$ cat src/rtl/fifo_wr_arbiter.sv
// ---------------------------------------------------------------------------
// fifo_wr_arbiter
//   Shares the write port of an async FIFO (w_clk domain) between NUM_REQ
//   requesters. A requester is granted a burst of up to MAX_BURST beats; the
//   burst ends early on the requester's last beat or if it withdraws its
//   request. The arbiter never writes while full_flag is set, so the FIFO is
//   never overwritten. There is one idle arbitration cycle between grants.
//
//   Configuration macro:
//     WR_ARB_FIXED_PRIO_EN  defined   -> lowest-index asserted request wins
//                           undefined -> round-robin starting after the
//                                        previous winner (default)
//
// Ports
//   w_clk      in   write-domain clock
//   w_rst_n    in   asynchronous active-low reset
//   req        in   per-requester write request (level)
//   req_last   in   per-requester "current beat is the last one"
//   req_data   in   packed write data, requester i at [i*DATA_WIDTH +: DATA_WIDTH]
//   full_flag  in   FIFO full, from the write-pointer block
//   ack        out  beat accepted this cycle (one-hot or zero)
//   w_inc      out  FIFO write enable
//   w_data     out  FIFO write data (zero when no grant is active)
//   grant_id   out  current / most recent granted requester
//   busy       out  a grant is active
// ---------------------------------------------------------------------------
module fifo_wr_arbiter #(
  parameter int NUM_REQ    = 4,
  parameter int DATA_WIDTH = 8,
  parameter int MAX_BURST  = 4
) (
  input  logic                          w_clk,
  input  logic                          w_rst_n,
  input  logic [NUM_REQ-1:0]            req,
  input  logic [NUM_REQ-1:0]            req_last,
  input  logic [NUM_REQ*DATA_WIDTH-1:0] req_data,
  input  logic                          full_flag,
  output logic [NUM_REQ-1:0]            ack,
  output logic                          w_inc,
  output logic [DATA_WIDTH-1:0]         w_data,
  output logic [$clog2(NUM_REQ)-1:0]    grant_id,
  output logic                          busy
);

  localparam int IDW = $clog2(NUM_REQ);
  localparam int BCW = (MAX_BURST > 1) ? $clog2(MAX_BURST) : 1;

  localparam logic [0:0]     S_IDLE    = 1'b0;
  localparam logic [0:0]     S_GRANT   = 1'b1;
  localparam logic [BCW-1:0] LAST_BEAT = BCW'(MAX_BURST - 1);

  logic [0:0]            state;
  logic [BCW-1:0]        beat_cnt;
  logic [IDW-1:0]        winner;
  logic                  req_g;
  logic                  last_g;
  logic [DATA_WIDTH-1:0] data_g;
  logic                  beat;
  logic                  release_g;

  // Pick out the granted requester's request, last flag and data.
  always_comb begin
    req_g  = 1'b0;
    last_g = 1'b0;
    data_g = '0;
    for (int i = 0; i < NUM_REQ; i++) begin
      if (grant_id == IDW'(i)) begin
        req_g  = req[i];
        last_g = req_last[i];
        data_g = req_data[i*DATA_WIDTH +: DATA_WIDTH];
      end
    end
  end

  assign busy   = (state == S_GRANT);
  assign beat   = busy & req_g & ~full_flag;
  assign w_inc  = beat;
  assign w_data = busy ? data_g : '0;

  always_comb begin
    ack = '0;
    for (int i = 0; i < NUM_REQ; i++) begin
      ack[i] = beat & (grant_id == IDW'(i));
    end
  end

  // A grant ends on the last beat, on the burst cap, or when the owner
  // drops its request. A full FIFO alone never ends a grant.
  assign release_g = busy & (~req_g | (beat & (last_g | (beat_cnt == LAST_BEAT))));

`ifdef WR_ARB_FIXED_PRIO_EN
  // Fixed priority: scanning downward leaves the lowest asserted index.
  always_comb begin
    winner = '0;
    for (int i = NUM_REQ - 1; i >= 0; i--) begin
      if (req[i]) winner = IDW'(i);
    end
  end
`else
  logic [IDW-1:0] last_winner;
  logic [IDW-1:0] lo_win;
  logic [IDW-1:0] hi_win;
  logic           hi_found;

  // Round robin: prefer the lowest request above the previous winner,
  // otherwise wrap around to the lowest request overall.
  always_comb begin
    lo_win   = '0;
    hi_win   = '0;
    hi_found = 1'b0;
    for (int i = NUM_REQ - 1; i >= 0; i--) begin
      if (req[i]) lo_win = IDW'(i);
      if (req[i] && (i > int'(last_winner))) begin
        hi_win   = IDW'(i);
        hi_found = 1'b1;
      end
    end
    winner = hi_found ? hi_win : lo_win;
  end

  // Reset value makes requester 0 the first in line.
  always_ff @(posedge w_clk or negedge w_rst_n) begin
    if (!w_rst_n) begin
      last_winner <= IDW'(NUM_REQ - 1);
    end else if (release_g) begin
      last_winner <= grant_id;
    end
  end
`endif

  // Grant FSM: IDLE arbitrates and registers the winner, GRANT moves beats.
  always_ff @(posedge w_clk or negedge w_rst_n) begin
    if (!w_rst_n) begin
      state    <= S_IDLE;
      grant_id <= '0;
      beat_cnt <= '0;
    end else begin
      case (state)
        S_IDLE: begin
          if (|req) begin
            state    <= S_GRANT;
            grant_id <= winner;
            beat_cnt <= '0;
          end
        end
        default: begin
          if (release_g) begin
            state    <= S_IDLE;
            beat_cnt <= '0;
          end else if (beat) begin
            beat_cnt <= beat_cnt + BCW'(1);
          end
        end
      endcase
    end
  end

endmodule

$ cat config.mk
export PLATFORM = sky130hd
export DESIGN_NAME = fifo_wr_arbiter
export DESIGN_NICKNAME = d
export VERILOG_FILES = /design/src/rtl/fifo_wr_arbiter.sv
export SDC_FILE = /design/constraint.sdc
export NUM_CORES = 1
export LEC_CHECK = 0
export BUFFER_PORTS_ARGS = -buffer_cell sky130_fd_sc_hd__buf_4
export CAP_MARGIN = 20
export CORE_MARGIN = 2
export CORE_UTILIZATION = 42
export CTS_CLUSTER_SIZE = 20
export DETAILED_ROUTE_END_ITERATION = 8
export GPL_TIMING_DRIVEN = 1
export HOLD_SLACK_MARGIN = 0.05
export PLACE_DENSITY = 0.91
export SLEW_MARGIN = 20
export SYNTH_ARGS = -nofsm -noshare
export SYNTH_HDL_FRONTEND = slang
export SYNTH_SLANG_ARGS = --single-unit
$ cat constraint.sdc
create_clock -name w_clk -period 4.11 [get_ports w_clk]
set_input_delay 0.822 -clock w_clk [delete_from_list [all_inputs] [get_ports w_clk]]
set_output_delay 0.822 -clock w_clk [all_outputs]
set_load 0.02 [all_outputs]
Yosys cells after proc, flatten, opt, wreduce, memory -nomap -nowiden
Index checks and enable logic that the tools add are counted.
Storage, ports and cells
  output and inout bits: 16
  bits in registers: 7
  bits of input ports: 43
  word-level logic and storage cells: 65
Cells by class
  muxes and demuxes: 31
  reduce and logical (&&, ||, !) cells: 8
  eq/ne operators: 5
  order comparisons: 3
  add/subtract/negate cells: 1
  bitwise operators: 13
Operator list (number)
  8-bit 2-to-1 mux: 5
  2-bit 2-to-1 mux: 12
  1-bit 2-to-1 mux: 14
  1-bit bitwise AND: 8
  2-bit == test, second input constant: 3
  2-bit > comparator, first input constant: 2
  2-bit AND reduction: 2
  4-bit OR reduction: 1
  1-bit logical AND: 3
  3-bit by 1-bit != test with 1-bit output, second input constant: 1
  1-bit inverter: 3
  2-bit by 1-bit adder with 2-bit output, second input constant: 1
  2-bit by 1-bit == test with 1-bit output, second input constant: 1
  1-bit by 2-bit > comparator with 1-bit output, first input constant: 1
  2-bit logical NOT: 1
  1-bit OR: 2
  2-bit nonzero test: 1

Longest topological paths before layout
Gate-level depths: netlist of the first run.
  word-level depth: 12
  depth in mapped cells: 5
  depth with buffers taken out: 5

Worst setup path after synthesis of the first run
Ideal clock, no wire load.
  path kind: input port to output port
  from: in req[3]
  to: out ack[3]
  path slack: 1447 ps
  stages: 4
  data required time: 3288 ps
  buffers on the path: 0
  data arrival time: 1841 ps
  path through: mux4_2 nand2_1 inv_1 and3_1
On the way
  cells in the longest elaborated chain, start to end: 4
Ends and longest elaborated chain
  from (decl): line 34  | input logic [NUM_REQ-1:0] req,
  1-bit 2-to-1 mux: line 67  | if (grant_id == IDW'(i)) begin
  1-bit bitwise AND (2 in series): line 76  | assign beat = busy & req_g & ~full_flag;
  via w_inc: line 39  | output logic w_inc,
  1-bit bitwise AND: line 83  | ack[i] = beat & (grant_id == IDW'(i));
  to (decl): line 38  | output logic [NUM_REQ-1:0] ack,
The timed path passes the listed nets, and every way through them passes these cells.

Worst setup path after layout of the first run
  from: reg grant_id[1]
  to: out ack[3]
On the way
  cells in the longest elaborated chain, start to end: 8
  elaborated cells between the ends (all ways): 11
  those cells by class: eq/ne (3); mux (4); bitwise (3); reduce/logical (1)
Ends and longest elaborated chain
  from (decl): line 41  | output logic [$clog2(NUM_REQ)-1:0] grant_id,
  from (signal assigned): line 142  | grant_id <= winner;
  2-bit logical NOT: line 67
  1-bit 2-to-1 mux (4 in series): line 67
  1-bit bitwise AND (2 in series): line 76
  1-bit bitwise AND *: line 83
Every way passes the cells marked *; elsewhere a longest branch is shown, timed or not.

==> flow_summary.toml, run 1 <==
[clock_tree]
cts_resized = 0
cts_sinks = 7
clk_pin_slew_worst_paths_ps = 50
cts_root_buf = "clkbuf_4"
cts_hold_buffers = 0
cts_max_path_buffers = 2
cts_tree = "done"
clock_latency_ps = 250
h-tree-depth = 1
cts_buffers = 3
cts_setup_buffers = 0

[logic_synthesis]
ys_ff_latch = 7
synth_edf_count = 0
postSynthAreaPerCell_um2 = 10.9
synth_top_area_share_pct = 27.0
synth_area_um2 = 751
synth_nets = 113
synthCells = 69
synth_area_leader_cell = "mux4_2"
ys_seq_area_share_pct = 23.7
synth_area_leaders = "mux4_2 27%, dfrtp_1 17%, dfstp_2 7.0%"
synth_cell_types = 31
synthArstFlopShare_pct = 100
yosysWarnings = 0
yosys_most_used_dff = "dfrtp_1"

[timing]
rsz0062_at_grt = "no"
tightest_slew_ps = 797
relSlewSlack_pct = 46.8
hold_viol_final = 0
period_share_pct = 72.1
setup_viol = 0
skew_ps = 3.00
min_period_ps = 2960
finalSetupTns_ps = 0
finalMaxSlewViolations = 0
fmax_mhz = 338

[worst_setup_path]
worstPathArrival_ps = 2140
critPathLaunch = "grant_id[1]"
ff2ff_path_depth = 4
end_kind = "output pin"
required_ps = 3290
crit_fanout = 18
crit-reg2reg-launch = "grant_id[1]"
crit_type = "reg -> out"
critPathLaunchType = "register"

[flow_run]
cap_violations = 0

[grt]
grt_max_degree = 19
grt_pass1_wl_um = 2920
globalRouteOverflowTotal = 0
grt_usage_pct = 19.5
grt_pass1_vias = 734
antenna_found_initial = 0

[hold_path]
min_path_type = "in -> async"

[cells_and_area]
drive_gt1_share_pct = 61.1
n_antenna_cell = 0
layout_common_cells = "58 x buf_4, 9 x mux4_2, 8 x and2_1, 5 x dfrtp_1, 4 x nor2_1"
fin_nets = 171
layout_commonest_cell = "buf_4"
area_delta_synth_final_pct = 61.7

[place]
gp_congestion = 0.726
post-dp-hpwl_um = 1720
port_buffers = 58

[die]
rows = 15
die_x_um = 46.3
fp.coreArea_um2 = 1710
dieArea_um2 = 2140
dieHeight_um = 46.3
initial_utilization_pct = 44.0
ios = 59

[drt]
route.vias.total = 791
vias_per_cell = 5.24
wl_met3_um = 157
dr_wl_met2_um = 1180
routedWlPerCell_um = 13.4
dr.pass1.iters = 4
wl_met1_um = 664
top_layer_used = "met4"
drc = 0
drt_iter0_markers = 8
ant_nets = 0
routed_wl_um = 2020

[pwr]
peakVddDrop_mv = 0.588
power_leakage_nw = 0.583
total_power_w = 0.000758
powerDensity_nw_per_um2 = 624

[outcome]
status = "finished clean"
-- power by group --
| group | internal (W) | leakage, nW | switching, W |
|---|---|---|---|
| clock network | 0.0000370 | 0.0150 | 0.0000242 |
| logic | 0.000291 | 0.485 | 0.000203 |
| registers | 0.000106 | 0.0833 | 0.0000973 |
| total | 0.000433 | 0.583 | 0.000324 |
-- critical path: stages, from the launching register on --
cell     delay [ps]
dfrtp_1         710
mux4_2          620
nand2_1         160
inv_1            70
and3_1          170
buf_4           150
-- sequential cells by signal, indices dropped and copies added (netlist names) --
signal / cells
last_winner: 2
busy: 1
grant_id: 2
beat_cnt: 2
-- metal layers --
metal,GRT usage (%),up-vias
met2,40.3,41
li1,-,376
met3,4.71,5
met5,0,-
met1,16.5,369
met4,9.14,0
-- cell usage after synthesis, types with 2 or more instances --
master / number
inv_1: 2
nand2b_1: 2
a22o_1: 2
and2_1: 8
mux2i_1: 3
a21oi_1: 2
nand2_1: 2
nor3b_1: 3
buf_2: 3
nor2b_1: 2
dfstp_2: 2
dfrtp_1: 5
mux2_1: 2
mux4_2: 9
mux2_2: 3
nor2_1: 4
-- cell families after synthesis --
| kind of cell | after synthesis | share of synthesized area, % |
|---|---|---|
| AO/OA/AOI/OAI | 11 | 10.8 |
| adder cells (fa/ha/maj) | 1 | 1.67 |
| buffers and inverters | 7 | 5.00 |
| flip-flops | 7 | 23.7 |
| multiplexers | 17 | 38.5 |
| AND/OR/NAND/NOR | 26 | 20.3 |
-- stage by stage --
| step | util, % | setup slack, ps | cell area (um2) | cells | hold slack, ps |
|---|---|---|---|---|---|
| after CTS | 71.1 | 1120 | 1210 | 151 | 368 |
| after global routing | 71.1 | 1020 | 1210 | 151 | 363 |
| after global placement | 69.5 | 1310 | 1190 | 147 | 495 |
| after floorplan | - | 1450 | 751 | 69 | 477 |
| final | 71.1 | 1150 | 1210 | 151 | 370 |
| after detailed placement | 69.5 | 1280 | 1190 | 147 | 501 |
-- final cells by class --
cell class / instances / area [um2]
well taps: 25 / 31.3
multi-input cells: 55 / 536
clock buffers: 4 / 26.3
inverters: 2 / 7.51
repair buffers: 58 / 435
fillers: 131 / 494
flip-flops and latches: 7 / 178
-- path summary, 6_finish.rpt --
kind                       slack, ps             end
setup / recovery                1150          ack[3]
max in group asynchronous       3540  last_winner[0]
hold / removal                   370     beat_cnt[0]
hold reg to reg                  510     beat_cnt[1]
setup reg to reg                2100     beat_cnt[0]
min in group w_clk               510     beat_cnt[1]
No activity file was read; power rests on OpenSTA's default activity.
==> run 2: changes to the inputs <==
Settings changed: CORE_UTILIZATION 42 to 39, PLACE_DENSITY 0.91 to 0.85.
Clock period 4.11 ns to 2.8 ns, I/O delays scaled along.
==> run 2 against run 1 <==
Against the previous run: via count grew 1.4%; routed wire length grew 2.1%; global-route usage shrank 0.80 points; clock power grew 50%; sequential share of layout area shrank 0.27 points; final cell count grew 2.0%; core utilization shrank 0.99 points; die area grew 7.0%.
==> flow_summary.toml, run 2 (synthesis gave the netlist of run 1 again) <==
[pwr]
comb_power_share_pct = 73.1
switchingPower_w = 0.000488
p_int_w = 0.000665
power_frac_clock_pct = 8.0
p_seq_share_pct = 19.0
power_leakage_nw = 0.598
powerDensity_nw_per_um2 = 933
swShare_pct = 42.3
peakVddDrop_mv = 0.695

[grt]
grt_pass1_wl_um = 2900
globalRouteOverflowTotal = 0
grt_pass1_vias = 734
grt_max_degree = 18
antenna_found_initial = 0
grt_usage_pct = 18.7

[place]
port_buffers = 58
place_area_um2 = 1210
place_inst = 150
post-dp-hpwl_um = 1750
gp_congestion = 0.738

[drt]
drc = 0
routedWlPerCell_um = 13.4
routed_wl_um = 2060
vias_per_cell = 5.21
route.vias.total = 802
drt_iter0_markers = 4
ant_nets = 0
dr.pass1.iters = 2

[cells_and_area]
final_area_um2 = 1240
final_cells = 154
drive_gt1_share_pct = 62.0
fin_nets = 174
final_util_pct = 70.1
n_antenna_cell = 0
layout_common_cells = "61 x buf_4, 9 x mux4_2, 8 x and2_1, 5 x dfrtp_1, 4 x nor2_1"
area_delta_synth_final_pct = 64.7
layout_commonest_cell = "buf_4"
top_regs = "beat_cnt x2, grant_id x2, last_winner x2"

[worst_setup_path]
crit_chain = "buf_4 -> mux4_2 -> nand2_1 -> inv_1 -> and3_1 -> buf_4"
cp_slowest_cell = "mux4_2"
worstPathArrival_ps = 1750
cp_common_cell = "buf_4"
worst-path-buf-inv = 3
critPathLaunchType = "input port"
max_stage_delay_ps = 500
crit_fanout = 6
path_delay_family = "multiplexers"
required_ps = 2240
end_kind = "output pin"
crit_type = "in -> out"

[die]
rows = 15
ios = 59
dieHeight_um = 47.9
die_x_um = 47.9
initial_utilization_pct = 42.6
dieArea_um2 = 2290
fp.coreArea_um2 = 1760

[clock_tree]
cts_root_buf = "clkbuf_4"
h-tree-depth = 1
cts_setup_buffers = 0
cts_buffers = 3
cts_hold_buffers = 0
clock_latency_ps = 250
cts_tree = "done"
cts_max_path_buffers = 2
cts_resized = 0
cts_sinks = 7
clk_pin_slew_worst_paths_ps = 50

[timing]
rsz0062_at_grt = "no"
fmax_mhz = 434
period_share_pct = 82.4
setup_viol = 0
hold_viol_final = 0
min_period_ps = 2310
tightest_slew_ps = 373
skew_ps = 3.63
relSlewSlack_pct = 75.1
finalSetupTns_ps = 0
finalMaxSlewViolations = 0

[flow_run]
cap_violations = 0

[outcome]
status = "finished clean"

[hold_path]
min_path_type = "in -> async"
## run 2: cell count changes in the layout (fill, tap and decap cells not counted), sizes merged
cell / before / now
buf: 58 / 61
## run 2: final cells by class
| class | instances | area, um2 |
|---|---|---|
| clock buffer | 4 | 26.3 |
| fill | 157 | 528 |
| tap | 25 | 31.3 |
| sequential | 7 | 178 |
| timing repair buffer | 61 | 458 |
| inverter | 2 | 7.51 |
| multi-input combinational | 55 | 536 |
## run 2: metal layers
metal	vias up	wire length [um]	track usage [%]
li1	384	-	-
met1	370	732	17.9
met2	43	1040	35.7
met3	5	271	6.04
met4	0	24	8.11
met5	-	0	0
## run 2: power groups by stage
stage / Clock, W / Combinational, W / Sequential (W)
finish: 0.0000917 / 0.000843 / 0.000219
global route: 0.000100 / 0.000914 / 0.000230
CTS: 0.0000942 / 0.000851 / 0.000219
detailed placement: 0 / 0.000850 / 0.000220
global placement: 0 / 0.000831 / 0.000216
floorplan: 0 / 0.000570 / 0.000221
## run 2: through the flow
stage / worst slack (ps) / power [W] / hold slack [ps]
floorplan: 579 / 0.000791 / 264
global placement: 526 / 0.00105 / 374
detailed placement: 499 / 0.00107 / 375
CTS: 500 / 0.00116 / 102
global route: 427 / 0.00124 / 95.6
finish: 494 / 0.00115 / 104
## run 2: path summary, 6_finish.rpt
kind | slack (ps) | start | depth (start not counted) | to
hold / removal | 100 | w_rst_n | 1 | beat_cnt[1]
max in group asynchronous | 2490 | w_rst_n | 1 | last_winner[1]
setup / recovery | 490 | req[3] | 6 | ack[3]
hold reg to reg | 510 | beat_cnt[1] | 1 | beat_cnt[1]
min in group w_clk | 510 | beat_cnt[1] | 1 | beat_cnt[1]
setup reg to reg | 1210 | grant_id[1] | 5 | last_winner[0]
## run 2: worst register-to-register path, delay by kind of cell, from the launching register on
| family | cells | cell delay, ps |
|---|---|---|
| AOI/OAI and AO/OA | 2 | 430 |
| DFF | 1 | 390 |
| muxes | 1 | 330 |
| and+or+nand+nor | 1 | 150 |
| buffers and inverters | 1 | 210 |
==> run 3: changes to the inputs <==
Settings changed: CORE_UTILIZATION 39 to 35, PLACE_DENSITY 0.85 to 0.81.
Clock period 2.8 ns to 1.9 ns, I/O delays scaled along.
==> run 3 against run 2 <==
Against the previous run: the flow now finishes with violations (negative setup slack); final area up 20%; clock skew up 10 ps; critical path depth unchanged; worst setup slack worse by 630 ps; via count up 11%; flip-flop and latch count unchanged; die area up 10%; critical path type is now reg -> out; critical endpoint unchanged.
==> flow_summary.toml, run 3 (synthesis gave the netlist of run 1 again) <==
[clock_tree]
h-tree-depth = 1
cts_max_path_buffers = 2
cts_buffers = 3
clock_latency_ps = 260
clk_pin_slew_worst_paths_ps = 60
cts_sinks = 7
cts_tree = "done"
cts_root_buf = "clkbuf_4"

[die]
rows = 16
die_x_um = 50.3
initial_utilization_pct = 37.5
ios = 59
fp.coreArea_um2 = 2000
dieHeight_um = 50.3
dieArea_um2 = 2530

[hold_path]
min_path_type = "in -> async"

[timing]
rsz0062_at_grt = "yes"
relSlewSlack_pct = 78.0
finalSetupTns_ps = -1400
min_period_ps = 2040
setup_viol = 16
period_share_pct = 107
fin_ws_ps = -138
fmax_mhz = 491
finalMaxSlewViolations = 0
hold_viol_final = 0
skew_ps = 14.0
tightest_slew_ps = 329

[cells_and_area]
fin_nets = 188
final_util_pct = 73.8
final_area_um2 = 1480
layout_commonest_cell = "buf_4"
area_delta_synth_final_pct = 96.8
top_regs = "beat_cnt x2, grant_id x2, last_winner x2"
n_fill_cell = 122
drive_gt1_share_pct = 77.6
n_antenna_cell = 0
layout_common_cells = "59 x buf_4, 14 x buf_6, 9 x mux4_2, 8 x and2_4, 4 x nor2_1"
multi_input_area_um2 = 597
seqCellArea_um2 = 183

[worst_setup_path]
worstPathArrival_ps = 1660
crit_type = "reg -> out"
ff2ff_path_depth = 7
endpoint = "ack[3]"
required_ps = 1520
crit_fanout = 4
rrSetupSlack_ps = -70
reg2reg_to = "last_winner[0]"
critPathLaunchType = "register"
critPathLaunch = "grant_id[0]"
crit-reg2reg-launch = "grant_id[0]"
end_kind = "output pin"

[outcome]
status = "complete, but fails checks"
violations = "negative setup slack"

[grt]
grt_usage_pct = 22.8
grt_max_degree = 18
antenna_found_initial = 0
grt_pass1_wl_um = 4350
globalRouteOverflowTotal = 0
grt_pass1_vias = 949

[drt]
dr.pass1.iters = 4
routed_wl_um = 2820
wl_met1_um = 1020
ant_nets = 0
vias_per_cell = 5.24
wl_met3_um = 278
route.vias.total = 891
drt_iter0_markers = 11
dr_wl_met2_um = 1460
drc = 0
top_layer_used = "met4"
routedWlPerCell_um = 16.6

[pwr]
powerDensity_nw_per_um2 = 1510
power_leakage_nw = 0.707
peakVddDrop_mv = 0.902

[flow_run]
cap_violations = 0

[place]
place_area_um2 = 1250
gp_congestion = 0.848
port_buffers = 58
post-dp-hpwl_um = 1830
[run 3: power by group]
| part | leakage [nW] | internal, W | switching (W) |
|---|---|---|---|
| Sequential | 0.0814 | 0.000241 | 0.0000738 |
| Combinational | 0.610 | 0.00103 | 0.000751 |
| Clock | 0.0150 | 0.0000805 | 0.0000600 |
| Total | 0.707 | 0.00135 | 0.000885 |
[run 3: worst min path at each step]
stage	startpoint	to	cells past startpoint
2_1_floorplan	w_rst_n	beat_cnt[0]	0
3_3_place_gp	w_rst_n	beat_cnt[1]	1
3_5_place_dp	w_rst_n	beat_cnt[1]	1
4_1_cts	w_rst_n	grant_id[0]	2
5_1_grt	w_rst_n	beat_cnt[0]	2
6_report	w_rst_n	grant_id[0]	2
[run 3: final cells by class]
type                            instances  area share [%]
Timing Repair Buffer                   75            42.7
Multi-Input combinational cell         55            40.4
Sequential cell                         7            12.4
Tap cell                               27            2.29
Clock buffer                            4            1.78
Inverter                                2           0.508
[run 3: critical path: stages (launching register included)]
cell	delay, ps
dfrtp_4	500
buf_6	130
mux4_2	320
nand2_4	100
inv_2	40
and3_4	170
buf_6	120
[run 3: through the flow]
stage	hold WS [ps]	setup slack [ps]	instances	power, W
2_1_floorplan	84.4	-56.1	69	0.00119
3_3_place_gp	194	56.5	156	0.00159
3_5_place_dp	196	27.1	156	0.00161
4_1_cts	463	-110	168	0.00211
5_1_grt	465	-189	170	0.00235
6_report	453	-138	170	0.00223
[run 3: repair_timing]
action / CTS / global route
pin swaps: 8 / 0
endpoints found under the setup margin: 13 / 16
buffers inserted: 7 / 2
endpoints found under the hold margin: 5 / 0
resized for setup: 27 / 6
hold buffers: 1 / 0
[run 3: metal layers]
metal	track usage [%]	vias up
met5	0	-
met1	22.6	422
met2	43.9	49
met4	6.76	0
li1	-	412
met3	7.74	8
